[config.mk]
export PLATFORM = sky130hd
export DESIGN_NAME = key_search_collector
export DESIGN_NICKNAME = d
export VERILOG_FILES = /design/src/rtl/key_search_pkg.sv /design/src/rtl/key_search_collector_lowest_set_encoder.sv /design/src/rtl/key_search_collector.sv
export SDC_FILE = /design/constraint.sdc
export NUM_CORES = 1
export LEC_CHECK = 0
export ABC_AREA = 0
export CORE_AREA = 2 2 74 76
export DETAILED_ROUTE_END_ITERATION = 7
export DIE_AREA = 0 0 76 78
export DONT_BUFFER_PORTS = 1
export PLACE_DENSITY_LB_ADDON = 0.05
export SKIP_CTS_REPAIR_TIMING = 1
export SYNTH_ARGS = -nofsm -noshare
export SYNTH_HDL_FRONTEND = slang
export SYNTH_SLANG_ARGS = --single-unit
export TNS_END_PERCENT = 5
[constraint.sdc]
create_clock -name clk -period 3.6 [get_ports clk]
set_clock_uncertainty 0.15 [all_clocks]
set_input_delay 0.36 -clock clk [delete_from_list [all_inputs] [get_ports clk]]
set_output_delay 0.36 -clock clk [all_outputs]
set_load 0.02 [all_outputs]
[src/rtl/key_search_pkg.sv]
`default_nettype none
// ============================================================================
// Module  : key_search_pkg
// Brief   : Shared state encoding and default sizing for the key-search
//           collector and its helpers.
// Rev     : 1.0
// ============================================================================
package key_search_pkg;

    localparam int c_NUM_CORES = 6;
    localparam int c_KEY_W     = 24;

    typedef enum logic [1:0] {
        IDLE   = 2'd0,
        SEARCH = 2'd1,
        FOUND  = 2'd2,
        FAILED = 2'd3
    } state_t;

endpackage
`default_nettype wire

[src/rtl/key_search_collector_lowest_set_encoder.sv]
`default_nettype none
// ============================================================================
// Module  : lowest_set_encoder
// Brief   : Combinational priority encoder returning the lowest set bit index
//           of a request vector plus an any-set flag.
// Rev     : 1.0
// ============================================================================
module lowest_set_encoder #(
    parameter int NUM_CORES  = 6,
    parameter int CORE_IDX_W = 3
) (
    input  logic [NUM_CORES-1:0]  vec,
    output logic                  any_set,
    output logic [CORE_IDX_W-1:0] index
);

    always_comb begin
        any_set = |vec;
        index   = '0;
        // Scan from the top down so the lowest set bit is written last and wins.
        for (int i = NUM_CORES - 1; i >= 0; i--) begin
            if (vec[i]) begin
                index = CORE_IDX_W'(i);
            end
        end
    end

endmodule
`default_nettype wire

[src/rtl/key_search_collector.sv]
`default_nettype none
// ============================================================================
// Module  : key_search_collector
// Brief   : Collects finish/exhausted flags from parallel RC4 key-search cores,
//           latches the winning key and broadcasts a stop. Optional elapsed
//           cycle counter enabled by KEY_SEARCH_TIMER_EN.
// Rev     : 1.0
// ============================================================================
module key_search_collector
    import key_search_pkg::*;
#(
    parameter int NUM_CORES  = c_NUM_CORES,
    parameter int KEY_W      = c_KEY_W,
    localparam int CORE_IDX_W = (NUM_CORES > 1) ? $clog2(NUM_CORES) : 1
) (
    input  logic                       clk,
    input  logic                       reset_n,
    input  logic                       start,
    input  logic [NUM_CORES-1:0]       core_finish,
    input  logic [NUM_CORES-1:0]       core_exhausted,
    input  logic [NUM_CORES*KEY_W-1:0] core_key,
    output logic                       outer_finish,
    output logic                       busy,
    output logic                       key_valid,
    output logic [KEY_W-1:0]           found_key,
    output logic [CORE_IDX_W-1:0]      found_core,
`ifdef KEY_SEARCH_TIMER_EN
    output logic [31:0]                elapsed_cycles,
`endif
    output logic                       search_failed
);

    state_t                r_state,        w_state_nxt;
    logic [NUM_CORES-1:0]  r_exh_mask,     w_exh_mask_nxt;
    logic                  r_outer_finish, w_outer_finish_nxt;
    logic                  r_busy,         w_busy_nxt;
    logic                  r_key_valid,    w_key_valid_nxt;
    logic [KEY_W-1:0]      r_found_key,    w_found_key_nxt;
    logic [CORE_IDX_W-1:0] r_found_core,   w_found_core_nxt;
    logic                  r_failed,       w_failed_nxt;

    logic                  w_any_finish;
    logic [CORE_IDX_W-1:0] w_win_idx;
    logic [NUM_CORES-1:0]  w_exh_all;
    logic [KEY_W-1:0]      w_keys [NUM_CORES];

    generate
        for (genvar g = 0; g < NUM_CORES; g++) begin : g_key_unpack
            assign w_keys[g] = core_key[g*KEY_W +: KEY_W];
        end
    endgenerate

    lowest_set_encoder #(
        .NUM_CORES  (NUM_CORES),
        .CORE_IDX_W (CORE_IDX_W)
    ) u_finish_enc (
        .vec     (core_finish),
        .any_set (w_any_finish),
        .index   (w_win_idx)
    );

    assign w_exh_all = r_exh_mask | core_exhausted;

    always_comb begin
        w_state_nxt        = r_state;
        w_exh_mask_nxt     = r_exh_mask;
        w_outer_finish_nxt = r_outer_finish;
        w_key_valid_nxt    = r_key_valid;
        w_found_key_nxt    = r_found_key;
        w_found_core_nxt   = r_found_core;
        w_failed_nxt       = r_failed;
        case (r_state)
            SEARCH: begin
                w_exh_mask_nxt = w_exh_all;
                // A finishing core beats exhaustion even if this cycle completes the mask.
                if (w_any_finish) begin
                    w_found_key_nxt    = w_keys[w_win_idx];
                    w_found_core_nxt   = w_win_idx;
                    w_key_valid_nxt    = 1'b1;
                    w_outer_finish_nxt = 1'b1;
                    w_state_nxt        = FOUND;
                end else if (&w_exh_all) begin
                    w_failed_nxt       = 1'b1;
                    w_outer_finish_nxt = 1'b1;
                    w_state_nxt        = FAILED;
                end
            end
            default: begin
                if (start) begin
                    w_state_nxt        = SEARCH;
                    w_exh_mask_nxt     = '0;
                    w_outer_finish_nxt = 1'b0;
                    w_key_valid_nxt    = 1'b0;
                    w_found_key_nxt    = '0;
                    w_found_core_nxt   = '0;
                    w_failed_nxt       = 1'b0;
                end
            end
        endcase
        w_busy_nxt = (w_state_nxt == SEARCH);
    end

    always_ff @(posedge clk or negedge reset_n) begin
        if (!reset_n) begin
            r_state        <= IDLE;
            r_exh_mask     <= '0;
            r_outer_finish <= 1'b0;
            r_busy         <= 1'b0;
            r_key_valid    <= 1'b0;
            r_found_key    <= '0;
            r_found_core   <= '0;
            r_failed       <= 1'b0;
        end else begin
            r_state        <= w_state_nxt;
            r_exh_mask     <= w_exh_mask_nxt;
            r_outer_finish <= w_outer_finish_nxt;
            r_busy         <= w_busy_nxt;
            r_key_valid    <= w_key_valid_nxt;
            r_found_key    <= w_found_key_nxt;
            r_found_core   <= w_found_core_nxt;
            r_failed       <= w_failed_nxt;
        end
    end

`ifdef KEY_SEARCH_TIMER_EN
    logic [31:0] r_elapsed;

    // Counts SEARCH cycles, including the cycle that decides the outcome.
    always_ff @(posedge clk or negedge reset_n) begin
        if (!reset_n) begin
            r_elapsed <= '0;
        end else if (r_state == SEARCH) begin
            if (r_elapsed != 32'hFFFF_FFFF) begin
                r_elapsed <= r_elapsed + 32'd1;
            end
        end else if (start) begin
            r_elapsed <= '0;
        end
    end

    assign elapsed_cycles = r_elapsed;
`endif

    assign outer_finish  = r_outer_finish;
    assign busy          = r_busy;
    assign key_valid     = r_key_valid;
    assign found_key     = r_found_key;
    assign found_core    = r_found_core;
    assign search_failed = r_failed;

endmodule
`default_nettype wire
==> results.ini <==
[outcome]
outcome = finished, final reports clean

[timing]
finalHoldViolations = 0
period_share_pct = 60.10
period_needed_ns = 2.163
report.final.slew_viol_count = 0
rsz0062_at_grt = no
worst_slew_pin_slew_ns = 1.205
setup_violations = 0
fin_ws_ns = 1.437
fmax_mhz = 462.2
max_slew_margin_pct = 19.69
fin_tns_setup_ns = 0

[setup_path]
critPathLaunchType = primary input
setup.worst_path.class = primary input to register
crit_fanout = 25
critical_path_arrival_ns = 2.20
crit_required_ns = 3.64
endpoint_kind = register

[synthesis]
synth-edff-count = 0
ys_ff_latch = 39
synthTopCellsByArea = dfrtp_1, a22o_1, a311oi_1
ys_warn_count = 0
synth_area_leader_cell = dfrtp_1
synthArstFlopShare_pct = 100.0
netlist_area_um2 = 2778
syn_nets = 476
yosysTopAreaCellShare_pct = 35.14
avgSynthCellArea_um2 = 8.762
syn_inst = 317
ys_seq_area_share_pct = 35.14
synthFlopType = dfrtp_1
ys_types = 33

[hold_path]
min_path_type = primary input to register

[clock_network]
clock_sinks = 39
cts_tree = yes
clk_pin_slew_ns = 0.09
cts_root_buf = clkbuf_8
numCtsBuffers = 5
clk_path_buf_depth = 2
h-tree-depth = 2
clk_latency_ns = 0.29

[finish]
diodes = 0
layout_commonest_cell = dfrtp_1
finalInstanceArea_um2 = 2885
ff_latch_area_um2 = 975.9
final_nets = 452
num-fill-cells = 481
final_cell_mix = dfrtp_1, a22o_1, o22ai_1, o21ai_0
syn2layout_area_growth_pct = 3.874
multi_input_area_um2 = 1525
drive_gt1_share_pct = 8.503

[global_route]
overflow = 0
grt_first_pass_wirelength_mm = 14.26
grt_max_degree = 40
grtUsageTotal_pct = 30.58
antenna_found_initial = 0
grt_pass1_vias = 2610

[die]
placementRows = 26
initial_core_util_pct = 55.09
dieArea_um2 = 5928
fp.dieW_um = 76
die_h_um = 78
boundaryPins = 190
coreArea_um2 = 5042

[route]
ant_nets = 0
first_pass_iters = 6
vias_per_cell = 7.442
num_vias = 2709
wirelength_mm = 9.274
routedWlPerCell_um = 25.48
route.detailed.drc = 0
drtIter0Drc = 146

[power_and_ir_drop]
ir_drop_mv = 0.2446
p_leak_nw = 1.096
p_total_mw = 1.922
powerDensity_nw_per_um2 = 666.2

[placement]
pre_cts_ws_ns = 1.131
dpl_cell_area_um2 = 2731
routabilityCongestion = 0.8342
io_buffers = 0
hpwl_mm = 6.451

[job]
maxCapViolCount = 0

==> synthesized netlist by cell type (2+ instances only) <==
master      n
or2_2       3
buf_6       2
nand2_1     5
o22ai_1    27
dfrtp_1    39
clkbuf_1   22
o2111ai_1  24
buf_4       2
buf_2      11
nor2b_1     2
nand3_1    25
inv_1      25
a22o_1     31
nand2b_1    3
o21ai_0    27
a32o_1      3
nor2_1      4
a311oi_1   24
o211ai_1   24
==> stage by stage <==
step           hold slack [ns]  instances  util (%)
6_report               0.01731        364     57.22
5_1_grt                0.01507        364     57.22
4_1_cts                -0.4118        362     56.48
3_5_place_dp          -0.08450        354     54.17
3_3_place_gp          -0.08476        354     54.17
2_1_floorplan         -0.08559        317         -
==> area by class of cell <==
cell class	instances	area share, %
clock inverters	3	1.648
repair buffers	8	2.862
flip-flops and latches	39	33.82
clock buffers	5	2.385
multi-input cells	213	52.86
inverters	26	3.382
well taps	70	3.036
==> worst max-delay path: stages <==
cell      delay [ns]
or2_1           0.39
buf_4           0.29
o211a_1         0.74
o211ai_1        0.18
a22o_1          0.23
==> worst paths after layout <==
| kind | from | end | slack, ns | depth (start not counted) |
|---|---|---|---|---|
| worst max-delay path | core_finish[1] | found_key[7] | 1.44 | 5 |
| worst min-delay path | start | r_state[1] | 0.02 | 1 |
| worst max register to register | r_state[0] | found_key[7] | 1.49 | 4 |
| worst min register to register | r_state[0] | r_state[0] | 0.34 | 1 |
| max in group asynchronous | reset_n | found_key[23] | 2.70 | 2 |
| min in group asynchronous | reset_n | r_exh_mask[4] | 0.41 | 2 |
==> power by group <==
group	switching (mW)	leakage [nW]	internal (mW)
combinational	0.305	0.537	0.242
sequential	0.352	0.501	0.637
clock	0.176	0.0587	0.210
total	0.833	1.10	1.09
==> per-layer routing <==
layer / GRT usage, % / up-vias / share of wire, %
li1: - / 1231 / -
met1: 35.58 / 1312 / 39
met2: 55.63 / 154 / 51
met3: 7.907 / 12 / 8.3
met4: 8.909 / 0 / 1.6
met5: 0 / - / 0
==> state kept, by name (all words and copies together) (netlist names) <==
name and cells:
found_core 3, search_failed 1, key_valid 1, r_state 2, outer_finish 1, busy 1, r_exh_mask 6, found_key 24
==> logic make-up (layout without fill, tap and decap cells) <==
| group | count (synthesis) | in the layout | share of synthesized area [%] |
|---|---|---|---|
| AO/OA/AOI/OAI | 165 | 165 | 45.41 |
| buffers and inverters | 65 | 42 | 10.13 |
| AND/OR/NAND/NOR | 48 | 48 | 9.324 |
| flip-flops | 39 | 39 | 35.14 |
No activity file was read; power rests on OpenSTA's default activity.
